### src/rtl/ffbank_pkg.sv
// rtl/ffbank_pkg.sv - shared types, default sizes and one-hot helpers for the flip-flop bank scheduler
//
// Purpose : common definitions imported by rr_arbiter and ff_bank_scheduler.
// Contents: DEF_NREQ / DEF_NREG / DEF_DW default sizes, state_t (ST_IDLE, ST_CLEAR),
//           onehot32 (binary index -> one-hot), bin32 (one-hot -> binary index).
// Ports   : none (package).
package ffbank_pkg;

   localparam int DEF_NREQ = 4;
   localparam int DEF_NREG = 8;
   localparam int DEF_DW   = 8;

   typedef enum logic [0:0] {
      ST_IDLE  = 1'b0,
      ST_CLEAR = 1'b1
   } state_t;

   // Callers truncate the result to their own vector width with a size cast.
   function automatic logic [31:0] onehot32(input logic [31:0] idx);
      return 32'd1 << idx;
   endfunction

   // OR-reduction of set-bit positions; exact for a one-hot (or all-zero) input.
   function automatic logic [31:0] bin32(input logic [31:0] oh);
      logic [31:0] b;
      b = '0;
      for (int i = 0; i < 32; i++) begin
         if (oh[i]) b = b | 32'(i);
      end
      return b;
   endfunction

endpackage

### src/rtl/rr_arbiter.sv
// rtl/rr_arbiter.sv - combinational round-robin picker for the bank write port
//
// Purpose: starting at position ptr and wrapping modulo NREQ, picks the first
//          asserted request.
// Ports  : req       in  NREQ  request vector (already filtered by the caller)
//          ptr       in  IW    highest-priority requester index
//          gnt       out NREQ  one-hot pick, zero when no request
//          gnt_idx   out IW    binary index of the pick (0 when none)
//          gnt_valid out 1     a pick was made
module rr_arbiter
   import ffbank_pkg::*;
#(
   parameter int NREQ = DEF_NREQ,
   parameter int IW   = (NREQ > 1) ? $clog2(NREQ) : 1
) (
   input  logic [NREQ-1:0] req,
   input  logic [IW-1:0]   ptr,
   output logic [NREQ-1:0] gnt,
   output logic [IW-1:0]   gnt_idx,
   output logic            gnt_valid
);

   always_comb begin
      logic [IW:0]   sum;
      logic [IW-1:0] cand;
      gnt_valid = 1'b0;
      gnt_idx   = '0;
      sum       = '0;
      cand      = '0;
      // Walk priority positions ptr, ptr+1, ... with an explicit wrap, so
      // non-power-of-two NREQ works without a modulo operator.
      for (int k = 0; k < NREQ; k++) begin
         sum = {1'b0, ptr} + (IW+1)'(k);
         if (sum >= (IW+1)'(NREQ)) sum = sum - (IW+1)'(NREQ);
         cand = sum[IW-1:0];
         if (!gnt_valid && req[cand]) begin
            gnt_valid = 1'b1;
            gnt_idx   = cand;
         end
      end
      gnt = gnt_valid ? NREQ'(onehot32(32'(gnt_idx))) : '0;
   end

endmodule

### src/rtl/ff_bank_scheduler.sv
// rtl/ff_bank_scheduler.sv - round-robin write-port sequencer and clear walker for the flip-flop bank
//
// Purpose: shares the register bank's single write port among NREQ requesters,
//          one write per cycle, and runs a walk that strobes every register's
//          sync clear in turn. Sole driver of the bank's d/load/clear inputs.
// Ports  : clk       in  1        rising-edge clock
//          rst       in  1        asynchronous active-low reset
//          req       in  NREQ     level write request per requester
//          req_addr  in  NREQ*AW  target register, requester i at [i*AW +: AW]
//          req_data  in  NREQ*DW  write data, requester i at [i*DW +: DW]
//          clr_all   in  1        start a clear walk (looked at in IDLE only)
//          gnt       out NREQ     one-hot, requester's write issued this cycle
//          bank_we   out NREG     one-hot load enable to the bank
//          bank_d    out DW       data to the bank while bank_we != 0
//          bank_clr  out NREG     one-hot sync-clear strobe to the bank
//          busy      out 1        a clear strobe is being shown
//          clr_done  out 1        pulse alongside the last clear strobe
//          addr_err  out 1        pulse: granted request addressed a missing register
module ff_bank_scheduler
   import ffbank_pkg::*;
#(
   parameter int NREQ = DEF_NREQ,
   parameter int NREG = DEF_NREG,
   parameter int DW   = DEF_DW,
   parameter int AW   = (NREG > 1) ? $clog2(NREG) : 1
) (
   input  logic             clk,
   input  logic             rst,
   input  logic [NREQ-1:0]  req,
   input  logic [NREQ*AW-1:0] req_addr,
   input  logic [NREQ*DW-1:0] req_data,
   input  logic             clr_all,
   output logic [NREQ-1:0]  gnt,
   output logic [NREG-1:0]  bank_we,
   output logic [DW-1:0]    bank_d,
   output logic [NREG-1:0]  bank_clr,
   output logic             busy,
   output logic             clr_done,
   output logic             addr_err
);

   localparam int IW = (NREQ > 1) ? $clog2(NREQ) : 1;
   localparam logic [AW:0]   NREG_W   = (AW+1)'(NREG);
   localparam logic [AW-1:0] LAST_IDX = AW'(NREG - 1);
   localparam logic [IW-1:0] LAST_REQ = IW'(NREQ - 1);

   state_t          state_q, state_d;
   logic [IW-1:0]   ptr_q, ptr_d;
   logic [AW-1:0]   clr_idx_q, clr_idx_d;
   logic [NREQ-1:0] gnt_q, gnt_d;
   logic [NREG-1:0] bank_we_q, bank_we_d;
   logic [DW-1:0]   bank_d_q, bank_d_d;
   logic [NREG-1:0] bank_clr_q, bank_clr_d;
   logic            busy_q, busy_d;
   logic            clr_done_q, clr_done_d;
   logic            addr_err_q, addr_err_d;

   logic [NREQ-1:0] req_eff;
   logic [NREQ-1:0] arb_gnt;
   logic [IW-1:0]   arb_idx;
   logic            arb_valid;
   logic [AW-1:0]   sel_addr;
   logic [DW-1:0]   sel_data;

   // A requester sees its grant one cycle late and may still be holding the
   // request it just had served; masking with the current grant stops a
   // second write of the same request.
   assign req_eff = req & ~gnt_q;

   rr_arbiter #(
      .NREQ (NREQ),
      .IW   (IW)
   ) u_arb (
      .req       (req_eff),
      .ptr       (ptr_q),
      .gnt       (arb_gnt),
      .gnt_idx   (arb_idx),
      .gnt_valid (arb_valid)
   );

   assign sel_addr = req_addr[int'(arb_idx)*AW +: AW];
   assign sel_data = req_data[int'(arb_idx)*DW +: DW];

   always_comb begin
      state_d    = state_q;
      ptr_d      = ptr_q;
      clr_idx_d  = clr_idx_q;
      gnt_d      = '0;
      bank_we_d  = '0;
      bank_d_d   = '0;
      bank_clr_d = '0;
      busy_d     = 1'b0;
      clr_done_d = 1'b0;
      addr_err_d = 1'b0;

      case (state_q)
         ST_IDLE: begin
            if (clr_all) begin
               // Strobe register 0 straight away; clr_idx then holds the
               // next register to strobe, so the FSM is back in IDLE while
               // the final strobe is on the outputs and arbitration resumes
               // on the very next edge.
               busy_d     = 1'b1;
               bank_clr_d = NREG'(onehot32(32'd0));
               if (NREG == 1) begin
                  clr_done_d = 1'b1;
               end else begin
                  state_d   = ST_CLEAR;
                  clr_idx_d = AW'(1);
               end
            end else if (arb_valid) begin
               gnt_d = arb_gnt;
               ptr_d = (arb_idx == LAST_REQ) ? '0 : arb_idx + IW'(1);
               if ({1'b0, sel_addr} < NREG_W) begin
                  bank_we_d = NREG'(onehot32(32'(sel_addr)));
                  bank_d_d  = sel_data;
               end else begin
                  addr_err_d = 1'b1;
               end
            end
         end

         ST_CLEAR: begin
            busy_d     = 1'b1;
            bank_clr_d = NREG'(onehot32(32'(clr_idx_q)));
            if (clr_idx_q == LAST_IDX) begin
               clr_done_d = 1'b1;
               clr_idx_d  = '0;
               state_d    = ST_IDLE;
            end else begin
               clr_idx_d = clr_idx_q + AW'(1);
            end
         end

         default: begin
            state_d   = ST_IDLE;
            clr_idx_d = '0;
         end
      endcase
   end

   always_ff @(posedge clk or negedge rst) begin
      if (!rst) begin
         state_q    <= ST_IDLE;
         ptr_q      <= '0;
         clr_idx_q  <= '0;
         gnt_q      <= '0;
         bank_we_q  <= '0;
         bank_d_q   <= '0;
         bank_clr_q <= '0;
         busy_q     <= 1'b0;
         clr_done_q <= 1'b0;
         addr_err_q <= 1'b0;
      end else begin
         state_q    <= state_d;
         ptr_q      <= ptr_d;
         clr_idx_q  <= clr_idx_d;
         gnt_q      <= gnt_d;
         bank_we_q  <= bank_we_d;
         bank_d_q   <= bank_d_d;
         bank_clr_q <= bank_clr_d;
         busy_q     <= busy_d;
         clr_done_q <= clr_done_d;
         addr_err_q <= addr_err_d;
      end
   end

   assign gnt      = gnt_q;
   assign bank_we  = bank_we_q;
   assign bank_d   = bank_d_q;
   assign bank_clr = bank_clr_q;
   assign busy     = busy_q;
   assign clr_done = clr_done_q;
   assign addr_err = addr_err_q;

endmodule
### config.mk
export PLATFORM = sky130hd
export DESIGN_NAME = ff_bank_scheduler
export DESIGN_NICKNAME = d
export VERILOG_FILES = /design/src/rtl/ffbank_pkg.sv /design/src/rtl/rr_arbiter.sv /design/src/rtl/ff_bank_scheduler.sv
export SDC_FILE = /design/constraint.sdc
export NUM_CORES = 1
export LEC_CHECK = 0
export CORE_MARGIN = 2
export CORE_UTILIZATION = 60
export CTS_CLUSTER_DIAMETER = 150
export CTS_CLUSTER_SIZE = 8
export DETAILED_ROUTE_END_ITERATION = 10
export DONT_BUFFER_PORTS = 1
export GPL_TIMING_DRIVEN = 1
export PLACE_DENSITY = 0.85
export SYNTH_ARGS = -nofsm -noshare
export SYNTH_HDL_FRONTEND = slang
export SYNTH_SLANG_ARGS = --single-unit
### constraint.sdc
create_clock -name clk -period 2.3 [get_ports clk]
set_input_delay 0.46 -clock clk [delete_from_list [all_inputs] [get_ports clk]]
set_output_delay 0.46 -clock clk [all_outputs]
set_load 0.01 [all_outputs]
-- Yosys cells after proc, flatten, opt, wreduce, memory -nomap -nowiden
Cells that the tools add are included.
- output and inout port bits: 31
- flip-flop bits (word level): 36
- logic and storage cells: 87
- input port bits: 51
- bitwise gates (word level): 4
- add/subtract/negate cells: 9
- $mul: 1
- $lt $le $gt $ge: 8
- reduce and logical (&&, ||, !) cells: 7
- shift operators: 5
- muxes and demuxes: 41
- equal/unequal tests: 3
- operators with widths (kind ; count):
    2-to-1 mux 8 bit ; 6
    variable part select 32 x 6 -> 8 bit ; 1
    2-to-1 mux 2 bit ; 9
    case mux 8 bit (2 select lines) ; 1
    << shifter 1 x 3 -> 8 bit (first input constant) ; 2
    2-to-1 mux 1 bit ; 13
    < comparator 2 x 3 -> 1 bit (second input constant) ; 4
    2-to-1 mux 4 bit ; 3
    variable part select 12 x 5 -> 3 bit ; 1
    greater-or-equal comparator 3 bit (second input constant) ; 3
    binary-select mux 1 bit (select 2 bit) ; 4
    subtractor 2 x 1 -> 2 bit (second input constant) ; 4
    adder 2 x 2 -> 3 bit (second input constant) ; 2
    2-to-1 mux 3 bit ; 2
    case mux 3 bit (2 select lines) ; 1
    bitwise AND 4 bit ; 1
    multiplier 2 x 2 -> 4 bit (second input constant) ; 1
    inverter 4 bit ; 1
    case mux 1 bit (2 select lines) ; 2
    << shifter 1 x 2 -> 4 bit (first input constant) ; 1
    adder 2 x 1 -> 3 bit (second input constant) ; 1
    adder 3 x 1 -> 3 bit (second input constant) ; 1
    equality test 3 bit (second input constant) ; 1
    greater-or-equal comparator 2 x 3 -> 1 bit (second input constant) ; 1
    other kinds (7) ; 12

-- Logic depth before layout (Yosys ltp)
Gate-level depths: netlist (run 1).
- depth after elaboration: 20
- gate-level depth with buffers: 7
- mapped depth without buffers: 6

-- By module
A second synthesis (run 1) with hierarchy kept.
- cells, all modules: 143
- area, all modules: 1831.8 µm²
- modules (own cells, without submodules) (module ; cells an instance ; instances ; sequential area each (µm²) ; area each (µm²)):
    ff_bank_scheduler ; 111 ; 1 ; 875.8 ; 1649.1
    rr_arbiter ; 32 ; 1 ; 0.0 ; 182.7

-- Worst setup path before layout (run 1)
OpenSTA, ideal clock, no wires.
- path kind: register to register
- from: register gnt_q[3] (netlist: gnt[3])
- to: register ptr_q[1]
- library setup time: 0.125 ns
- path buffers: 1
- arrival time: 1.687 ns
- period minus slack after synthesis: 1.812 ns
- data required time: 2.175 ns
- setup slack: 0.488 ns
- cell stages (with the launch flop): 7
- cell sequence: dfrtp_1 -> nand2b_4 -> a21bo_4 -> a21oi_4 -> buf_6 -> ha_1 -> mux2_2
- word-level cells in the longest chain between the ends: 16
- elaborated cells between the ends (all ways): 28
- classes of those cells: add/sub: 1; eq/ne: 1; mux: 17; bitwise: 2; reduce/logical: 7
- RTL lines (element ; line ; text):
    start, declared ; ff_bank_scheduler.sv:50 ; logic [NREQ-1:0] gnt_q, gnt_d;
    start signal, assigned ; ff_bank_scheduler.sv:158 ; gnt_q <= gnt_d;
    inverter 4 bit (*) ; ff_bank_scheduler.sv:68 ; assign req_eff = req & ~gnt_q;
    bitwise AND 4 bit (*) ; ff_bank_scheduler.sv:68 ;
    binary-select mux 1 bit (select 2 bit) ; rr_arbiter.sv:36 ; if (!gnt_valid && req[cand]) begin
    2-to-1 mux 1 bit (not written as such) ; rr_arbiter.sv:36 ;
    2-to-1 mux 1 bit ; rr_arbiter.sv:36 ;
    logical NOT 1 bit ; rr_arbiter.sv:36 ;
    logical AND 1 bit ; rr_arbiter.sv:36 ;
    2-to-1 mux 1 bit ; rr_arbiter.sv:36 ;
    logical NOT 1 bit ; rr_arbiter.sv:36 ;
    logical AND 1 bit ; rr_arbiter.sv:36 ;
    2-to-1 mux 1 bit ; rr_arbiter.sv:36 ;
    logical NOT 1 bit ; rr_arbiter.sv:36 ;
    logical AND 1 bit ; rr_arbiter.sv:36 ;
    2-to-1 mux 2 bit ; rr_arbiter.sv:36 ;
    adder 2 x 1 -> 2 bit / equality test 2 bit (equally long branches) ; ff_bank_scheduler.sv:113 ; ptr_d = (arb_idx == LAST_REQ) ? '0 : arb_idx + IW'(1);
    2-to-1 mux 2 bit ; ff_bank_scheduler.sv:113 ;
    end signal, assigned ; ff_bank_scheduler.sv:156 ; ptr_q <= ptr_d;
    end, declared ; ff_bank_scheduler.sv:48 ; logic [IW-1:0] ptr_q, ptr_d;
Every way passes the cells marked *; elsewhere a longest branch is shown, timed or not. The select of a mux whose other input is x is not followed.
A chain may end at the register's enable or synchronous reset.

-- Worst setup path after layout (run 1)
- from: register gnt_q[3] (netlist: gnt[3])
- to: register bank_we_q[7] (netlist: bank_we[7])
- word-level cells in the longest chain between the ends: 20
- elaborated cells between the ends (all ways): 30
- classes of those cells: mul: 1; shift: 2; mux: 19; bitwise: 2; reduce/logical: 6
- RTL lines (element ; line ; text):
    inverter 4 bit (*) ; ff_bank_scheduler.sv:68 ;
    bitwise AND 4 bit (*) ; ff_bank_scheduler.sv:68 ;
    binary-select mux 1 bit (select 2 bit) ; rr_arbiter.sv:36 ;
    2-to-1 mux 1 bit (not written as such) ; rr_arbiter.sv:36 ;
    2-to-1 mux 1 bit ; rr_arbiter.sv:36 ;
    logical NOT 1 bit ; rr_arbiter.sv:36 ;
    logical AND 1 bit ; rr_arbiter.sv:36 ;
    2-to-1 mux 1 bit ; rr_arbiter.sv:36 ;
    (+5 left out) ; - ;
    2-to-1 mux 2 bit ; rr_arbiter.sv:36 ;
    multiplier 2 x 2 -> 4 bit ; ff_bank_scheduler.sv:81 ; assign sel_addr = req_addr[int'(arb_idx)*AW +: AW];
    variable part select 12 x 5 -> 3 bit ; ff_bank_scheduler.sv:81 ;
    << shifter 1 x 3 -> 8 bit ; ffbank_pkg.sv:20 ; return 32'd1 << idx;
    2-to-1 mux 8 bit (*) ; ff_bank_scheduler.sv:111 ; end else if (arb_valid) begin
    2-to-1 mux 8 bit (*) ; ff_bank_scheduler.sv:98 ; if (clr_all) begin
    2-to-1 mux 8 bit (*) ; ff_bank_scheduler.sv:96 ; case (state_q)
    named net bank_we_d[7] ; ff_bank_scheduler.sv:51 ; logic [NREG-1:0] bank_we_q, bank_we_d;
    end signal, assigned ; ff_bank_scheduler.sv:159 ; bank_we_q <= bank_we_d;
    end, declared ; ff_bank_scheduler.sv:51 ;
The timed path passes the listed nets; every way through them passes the cells marked *. The select of a mux whose other input is x is not followed.

==> flow_summary.yaml, run 1 <==
critical_path:
  worst_setup_path_end_kind: "flop"
  timing.rr.start: "gnt[3]$_DFF_PN0_"
  crit_fanout: 20
  cp.arrival_ns: 2.23
  reg2reg_slack_ns: 0.34
  required_ns: 2.57
  worstRegToRegCells: 6
  r2r-end: "bank_we[7]$_DFF_PN0_"
  path_class: "reg2reg"
  worstSetupStartpointType: "flop"
yosys:
  synth_compound_area_share_pct: 13.4
  synth_fp_nets: 256
  yosysSeqAreaShare_pct: 40.2
  synth_fa_ha_area_share_pct: 5.74
  yosysTopAreaCellShare_pct: 40.2
  syn_inst: 195
  synth_common_cells: "dfrtp_1, mux2i_1, nor3b_1, o22ai_2, nor2_1"
  synth_top_family_by_area: "simple AND/OR/NAND/NOR gates"
  ys_warn_count: 0
  synth.distinct_cells: 40
  synthMuxAreaShare_pct: 15.4
  syn_area_um2: 2180
  yosys.cell_count.top_type: "dfrtp_1"
  synthArstFlopShare_pct: 100
  synth_area_per_cell_um2: 11.2
  yosys_register_bits: 35
  synth_ff_type: "dfrtp_1"
  yosys-top-cells-area: "dfrtp_1, mux2i_1, o22ai_2"
  synth_xor_area_share_pct: 0
  synthSimpleGateAreaFrac_pct: 19.3
  synth-edff-count: 0
  post-synth-top-area-cell: "dfrtp_1"
clocking:
  h-tree-depth: 2
  clkTransAtPathRegs_ns: 0.11
  cts.sinks: 35
  cts_hold_buffers: 2
  cts_max_path_buffers: 2
  cts_root_buf: "clkbuf_4"
  post_cts_buffers: 0
  postCtsResizedCells: 0
  cts_buffers: 5
  clk_latency_ns: 0.35
  cts_tree: "yes"
place:
  gp_congestion: 0.823
  port_buffers: 0
  place_ws_ns: 0.359
  place_inst: 229
  hpwl_um: 3490
timing:
  setup_viol: 0
  fin_tns_setup_ns: 0
  maxSlewViolCount: 0
  rsz0062_at_grt: "no"
  setup_slack_ns: 0.335
  max_freq_mhz: 509
  finalCriticalPeriod_ns: 1.96
  hold_viol: 0
  skew_ns: 0.00408
  whs_ns: 0.237
  period_share_pct: 85.4
grt:
  grt_max_degree: 36
  grt_pass1_wl_um: 7920
  grt.total_usage_pct: 25.5
  globalRouteOverflowTotal: 0
  antenna_found_initial: 0
  grt_pass1_vias: 1579
power_and_ir_drop:
  internal_power_uw: 1500
  power_frac_comb_pct: 36.4
  p_leak_uw: 0.00104
  switchingPower_uw: 837
  p_seq_share_pct: 40.1
  max-vdd-ir-drop_mv: 0.481
  p_per_area_nw_per_um2: 1020
  switching_share_pct: 35.8
  power_frac_clock_pct: 23.5
floorplanning:
  die-height_um: 64.3
  boundaryPins: 82
  rows: 21
  floorplan.initialDensity_pct: 63.8
  die_w_um: 64.3
  die-area_um2: 4130
  coreArea_um2: 3420
drt:
  drt_wl_total_um: 4650
  via_count: 1492
  drc_errors: 0
  drt-initial-drc-count: 53
  antenna_left: 0
  wl_per_cell_um: 19.4
  viasPerCell: 6.24
  drt-pass1-iter-count: 4
layout:
  num_antenna_cells: 0
  area_delta_synth_final_pct: 5.40
  drive_above_1_share_pct: 19.7
  fin_cells: 239
  final_nets: 253
min_path:
  min_to: "bank_clr[0]$_DFF_PN0_"
  hold_depth: 1
  worstHoldStart: "clr_all"
  hold_class: "in2reg"
job:
  max-cap-violations: 0
status:
  outcome: "finished, final reports clean"
==> power groups by stage <==
stage                     Clock (uW)  Sequential (uW)  Combinational, uW
after floorplan                    0              891                769
after global placement             0              940                782
after detailed placement           0              951                838
after CTS                        557              940                858
after global routing             589              959                958
final                            550              936                851
==> critical path: stages, from the launching register on <==
cell      delay [ns]
dfrtp_1         0.44
nand2b_4        0.17
a21bo_4         0.22
a21oi_4         0.33
buf_12          0.23
mux2_2          0.35
o22ai_1         0.13
==> cell type report <==
type	instances	area [um2]
clock buffers	6	41.3
flip-flops and latches	35	876
inverters	7	26.3
repair buffers	4	57.6
clock inverters	2	60.1
well taps	46	57.6
multi-input cells	139	1180
fillers	265	1120
==> through the flow <==
step                total power (uW)  instance area, um2  utilization (%)
finish                          2340                2300             67.3
global route                    2510                2300             67.3
CTS                             2360                2300             67.3
detailed placement              1790                2170             63.4
global placement                1720                2170             63.4
floorplan                       1660                2180                -
==> cells by family (layout without fill, tap and decap cells) <==
family,after synthesis,after routing
AOI/OAI and AO/OA,28,28
adders and majority gates,10,10
buffers and inverters,21,19
DFF,35,35
muxes,33,33
other,1,1
and+or+nand+nor,67,67
==> layer usage <==
metal / global-route usage, % / part of all wire [%] / up-vias
li1: - / - / 681
met1: 29.8 / 38 / 724
met2: 43.6 / 52 / 77
met3: 9.33 / 8.2 / 10
met4: 7.71 / 1.7 / 0
met5: 0 / 0 / -
==> state kept, by name, summed over array words and instances, names as in the netlist <==
| register | flops |
|---|---|
| bank_we | 8 |
| state_q | 1 |
| gnt | 4 |
| clr_idx_q | 3 |
| busy | 1 |
| ptr_q | 2 |
| bank_clr | 8 |
| bank_d | 8 |
==> placed cells by master, fill, tap and decap left out, drive strengths merged, types with 2 or more instances in the layout <==
master | netlist | layout
dfrtp | 35 | 35
buf | 8 | 3
nand2b | 4 | 4
nor3 | 4 | 4
nor3b | 12 | 12
nor2b | 2 | 2
a21oi | 2 | 2
nor2 | 12 | 12
nand3b | 4 | 4
ha | 10 | 10
o22ai | 17 | 17
and3b | 2 | 2
o21ai | 3 | 3
and3 | 4 | 4
and2 | 7 | 7
inv | 7 | 7
nand2 | 11 | 11
mux2i | 28 | 28
mux2 | 5 | 5
bufinv | 0 | 2
clkbuf | 6 | 6
nand3 | 4 | 4
==> worst max-delay path by stage <==
stage,from,end,depth (start not counted)
final,gnt[3]$_DFF_PN0_,bank_we[7]$_DFF_PN0_,6
after global routing,gnt[3]$_DFF_PN0_,bank_we[7]$_DFF_PN0_,6
after CTS,gnt[3]$_DFF_PN0_,bank_we[7]$_DFF_PN0_,6
after detailed placement,gnt[3]$_DFF_PN0_,bank_we[7]$_DFF_PN0_,6
after global placement,gnt[3]$_DFF_PN0_,bank_we[7]$_DFF_PN0_,6
after floorplan,gnt[3]$_DFF_PN0_,ptr_q[1]$_DFFE_PN0P_,6
Power figures use the tool's default switching activity.
==> run 2, diff against run 1 <==
--- a/config.mk
+++ b/config.mk
@@ -6,13 +6,13 @@
 export NUM_CORES = 1
 export LEC_CHECK = 0
 export CORE_MARGIN = 2
-export CORE_UTILIZATION = 60
+export CORE_UTILIZATION = 63
 export CTS_CLUSTER_DIAMETER = 150
 export CTS_CLUSTER_SIZE = 8
 export DETAILED_ROUTE_END_ITERATION = 10
 export DONT_BUFFER_PORTS = 1
 export GPL_TIMING_DRIVEN = 1
-export PLACE_DENSITY = 0.85
+export PLACE_DENSITY = 0.88
 export SYNTH_ARGS = -nofsm -noshare
 export SYNTH_HDL_FRONTEND = slang
 export SYNTH_SLANG_ARGS = --single-unit
==> constraint.sdc (replaced) <==
create_clock -name clk -period 2 [get_ports clk]
set_input_delay 0.4 -clock clk [delete_from_list [all_inputs] [get_ports clk]]
set_output_delay 0.4 -clock clk [all_outputs]
set_load 0.01 [all_outputs]
==> run 2 against run 1 <==
Effect of this change: via count is 1.0% lower; routed wire length decreased by 7.1%; clock skew up 0.0058 ns; hold slack got worse by 0.023 ns; largest cell class unchanged; setup slack worse by 0.23 ns; critical path type unchanged.
==> flow_summary.yaml, run 2 (synthesis gave the netlist of run 1 again) <==
timing:
  max_freq_mhz: 529
  hold_viol: 0
  finalCriticalPeriod_ns: 1.89
  skew_ns: 0.00991
  rsz0062_at_grt: "no"
  setup_viol: 0
  maxSlewViolCount: 0
  period_share_pct: 94.6
  fin_tns_setup_ns: 0
critical_path:
  crit_chain: "nand2b_4 -> a21bo_4 -> a21oi_4 -> buf_4 -> mux2i_1 -> o22ai_2"
  max_stage_delay_ns: 0.43
  worst_setup_path_end_kind: "flop"
  required_ns: 2.22
  cp.arrival_ns: 2.11
  reg2reg_slack_ns: 0.11
  timing.rr.start: "gnt[3]$_DFF_PN0_"
  crit_slowest_cell: "dfrtp_1"
  worstRegToRegCells: 6
  crit_fanout: 11
  path_class: "reg2reg"
  r2r-end: "bank_d[6]$_DFF_PN0_"
  worstSetupStartpointType: "flop"
grt:
  grt_pass1_wl_um: 7110
  globalRouteOverflowTotal: 0
  antenna_found_initial: 0
  grt.total_usage_pct: 23.0
  grt_pass1_vias: 1564
  grt_max_degree: 36
place:
  port_buffers: 0
  gp_congestion: 0.816
  hpwl_um: 3240
  placed_cell_area_um2: 2170
min_path:
  hold_depth: 1
  min_to: "bank_clr[0]$_DFF_PN0_"
  hold_class: "in2reg"
  worstHoldStart: "clr_all"
drt:
  via_count: 1477
  drt-pass1-iter-count: 4
  drt-initial-drc-count: 67
  viasPerCell: 6.13
  drt_wl_total_um: 4320
  antenna_left: 0
  drc_errors: 0
  wl_per_cell_um: 17.9
status:
  outcome: "finished, final reports clean"
floorplanning:
  die_w_um: 62.8
  rows: 21
  coreArea_um2: 3340
  die-height_um: 62.8
  die-area_um2: 3950
  boundaryPins: 82
  floorplan.initialDensity_pct: 65.3
clocking:
  clk_latency_ns: 0.33
  cts_tree: "yes"
  h-tree-depth: 2
  clkTransAtPathRegs_ns: 0.11
  cts.sinks: 35
  cts_root_buf: "clkbuf_4"
  cts_max_path_buffers: 2
  cts_buffers: 5
  postCtsResizedCells: 0
power_and_ir_drop:
  p_per_area_nw_per_um2: 1070
  p_leak_uw: 0.00102
  max-vdd-ir-drop_mv: 0.550
layout:
  area_delta_synth_final_pct: 3.33
  drive_above_1_share_pct: 20.5
  final_nets: 255
  num_antenna_cells: 0
  layout.cells.most_common_list: "dfrtp_1, mux2i_1, o22ai_2, nor3b_1, nor2_1"
  finish.instance_area_um2: 2250
  layout_commonest_cell: "dfrtp_1"
job:
  max-cap-violations: 0
## run 2: layout make-up
cell class,instances,area (um2)
multi-input combinational,139,1180
tap,46,57.6
timing repair buffer,6,60.1
sequential,35,876
inverter,7,26.3
fill,277,1080
clock buffer,6,41.3
clock inverter,2,12.5
## run 2: worst max path at each step
stage / start / endpoint / slack [ns] / cells after the start
6_report: gnt[3]$_DFF_PN0_ / bank_d[6]$_DFF_PN0_ / 0.11 / 6
5_1_grt: gnt[1]$_DFF_PN0_ / bank_we[0]$_DFF_PN0_ / 0.06 / 6
4_1_cts: gnt[3]$_DFF_PN0_ / bank_d[6]$_DFF_PN0_ / 0.11 / 6
3_5_place_dp: gnt[3]$_DFF_PN0_ / bank_d[6]$_DFF_PN0_ / 0.13 / 6
3_3_place_gp: gnt[3]$_DFF_PN0_ / bank_d[6]$_DFF_PN0_ / 0.22 / 6
2_1_floorplan: gnt[3]$_DFF_PN0_ / ptr_q[1]$_DFFE_PN0P_ / 0.19 / 6
## run 2: critical path, delay by kind of cell (launching register included)
kind / cells / cell delay [ns]
compound gates: 3 / 0.58
buf+inv: 1 / 0.28
flops: 1 / 0.43
mux: 1 / 0.32
simple gates: 1 / 0.17
## run 2: repair_timing
| item | CTS | global route |
|---|---|---|
| hold endpoints to repair | 35 | 0 |
| hold buffers | 2 | 0 |
| setup buffers | 0 | 0 |
## run 2: metrics by stage
stage               instances  hold slack [ns]  total power (uW)  worst slack [ns]  util [%]
finish                    241            0.214              2420             0.108      67.5
global route              241            0.202              2580            0.0574      67.5
CTS                       241            0.218              2430             0.113      67.5
detailed placement        231            0.105              2050             0.135      65.0
global placement          231            0.105              1960             0.219      65.0
floorplan                 195            0.104              1910             0.188         -
## run 2: power by group
part	leakage, uW	switching [uW]	internal (uW)
Combinational	0.000527	510	460
Sequential	0.000463	202	876
Clock	0.0000282	234	136
Total	0.00102	946	1470
## run 2: layer usage
layer	vias up	wire (um)	part of all wire, %	track usage, %
li1	683	-	-	-
met1	719	1640	38	23.8
met2	69	2350	54	43.1
met5	-	0	0	0
met4	0	68	1.6	7.78
met3	6	264	6.1	7.39
==> run 3, diff against run 2 <==
--- a/config.mk
+++ b/config.mk
@@ -13,6 +13,7 @@
 export DONT_BUFFER_PORTS = 1
 export GPL_TIMING_DRIVEN = 1
 export PLACE_DENSITY = 0.88
+export REMOVE_ABC_BUFFERS = 1
 export SYNTH_ARGS = -nofsm -noshare
 export SYNTH_HDL_FRONTEND = slang
 export SYNTH_SLANG_ARGS = --single-unit
==> run 3 against run 2 <==
Effect of this change: count of clock-buffer cells in the layout fell by 1; die area did not move; largest cell class unchanged; sequential share of layout area fell by 0.64 points; power rose by 6.4%; global-route usage rose by 0.60 points; highest routed layer unchanged; largest power group unchanged; hold slack improved by 0.0017 ns; routed wire length fell by 1.6%; setup slack improved by 0.080 ns.
==> flow_summary.yaml, run 3 (synthesis gave the netlist of run 1 again) <==
timing:
  finalCriticalPeriod_ns: 1.81
  maxSlewViolCount: 0
  rsz0062_at_grt: "no"
  max_freq_mhz: 552
  period_share_pct: 90.6
  setup_viol: 0
  whs_ns: 0.216
  skew_ns: 0.00769
  hold_viol: 0
min_path:
  hold_class: "in2reg"
  min_to: "state_q$_DFF_PN0_"
  hold_depth: 2
  worstHoldStart: "clr_all"
drt:
  viasPerCell: 5.97
  wl_per_cell_um: 17.8
  drt-initial-drc-count: 103
  drt-pass1-iter-count: 4
  via_count: 1428
  antenna_left: 0
  drt_wl_total_um: 4250
  drc_errors: 0
critical_path:
  reg2reg_slack_ns: 0.19
  worst_setup_path_end_kind: "flop"
  timing.rr.start: "gnt[3]$_DFF_PN0_"
  crit_fanout: 16
  r2r-end: "bank_we[7]$_DFF_PN0_"
  worstSetupStartpointType: "flop"
  cp.arrival_ns: 2.07
  worstRegToRegCells: 6
  required_ns: 2.26
  path_class: "reg2reg"
clocking:
  h-tree-depth: 2
  clk_latency_ns: 0.34
  cts_hold_buffers: 2
  postCtsResizedCells: 0
  cts_buffers: 5
  clkTransAtPathRegs_ns: 0.11
  cts_max_path_buffers: 2
  cts_tree: "yes"
  post_cts_buffers: 0
  cts.sinks: 35
  cts_root_buf: "clkbuf_4"
job:
  max-cap-violations: 0
layout:
  layout_commonest_cell: "dfrtp_1"
  layout.cells.most_common_list: "dfrtp_1, mux2i_1, o22ai_2, nor3b_1, nor2_1"
  final_nets: 253
  area_delta_synth_final_pct: 5.05
  final_core_util_pct: 68.6
  num_antenna_cells: 0
  drive_above_1_share_pct: 20.2
  nFillCells: 258
floorplanning:
  die-height_um: 62.8
  rows: 21
  die_w_um: 62.8
  coreArea_um2: 3340
  floorplan.initialDensity_pct: 65.3
  boundaryPins: 82
  die-area_um2: 3950
power_and_ir_drop:
  p_per_area_nw_per_um2: 1120
  max-vdd-ir-drop_mv: 0.463
  p_leak_uw: 0.00103
grt:
  antenna_found_initial: 0
  grt_pass1_vias: 1487
  grt_max_degree: 36
  globalRouteOverflowTotal: 0
  grt.total_usage_pct: 23.6
  grt_pass1_wl_um: 7250
place:
  port_buffers: 0
  gp_congestion: 0.883
  hpwl_um: 3160
status:
  outcome: "finished, final reports clean"
[run 3: cell count changes in the layout (fill, tap and decap cells not counted), sizes merged]
cell and delta:
buf -2, bufinv +1, clkbuf -1, clkinv +1, clkinvlp -1
[run 3: worst max path at each step]
stage,startpoint,cells past startpoint,to
2_1_floorplan,gnt[3]$_DFF_PN0_,5,ptr_q[1]$_DFFE_PN0P_
3_3_place_gp,gnt[3]$_DFF_PN0_,6,bank_we[5]$_DFF_PN0_
3_5_place_dp,gnt[3]$_DFF_PN0_,6,bank_we[7]$_DFF_PN0_
4_1_cts,gnt[3]$_DFF_PN0_,6,bank_we[5]$_DFF_PN0_
5_1_grt,gnt[1]$_DFF_PN0_,6,bank_we[5]$_DFF_PN0_
6_report,gnt[3]$_DFF_PN0_,6,bank_we[7]$_DFF_PN0_
[run 3: where the power goes]
part	leakage (uW)	switching (uW)	total (uW)	internal, uW
combinational	0.000526	509	987	478
clock	0.0000452	247	510	263
sequential	0.000463	200	1080	876
[run 3: final cells by class]
cell class | instances | area [um2] | share of cell area (%)
Timing Repair Buffer | 4 | 70.1 | 3.06
Multi-Input combinational cell | 139 | 1180 | 51.5
Clock inverter | 3 | 43.8 | 1.91
Clock buffer | 5 | 37.5 | 1.64
Tap cell | 46 | 57.6 | 2.51
Inverter | 7 | 26.3 | 1.15
Sequential cell | 35 | 876 | 38.3
[run 3: per-layer routing]
metal	up-vias	wire length (um)	GRT usage, %	part of all wire (%)
li1	682	-	-	-
met1	694	1610	26.2	38
met2	48	2390	43.4	56
met3	4	202	5.77	4.8
met4	0	44	8.33	1.0
met5	-	0	0	0
[run 3: worst max-delay path, cell delays in order, from the launching register on]
cell	delay, ns
dfrtp_1	0.44
nand2b_4	0.17
a21bo_4	0.22
a21oi_4	0.24
buf_12	0.20
mux2_2	0.34
o22ai_1	0.14
[run 3: through the flow]
step	instances	worst slack, ns	area, um2	total power, uW	TNS (ns)
floorplan	181	-0.342	2080	1820	-2.51
global placement	229	0.250	2180	1990	0
detailed placement	229	0.185	2180	2060	0
CTS	239	0.178	2290	2590	0
global route	239	0.0540	2290	2770	0
finish	239	0.188	2290	2570	0
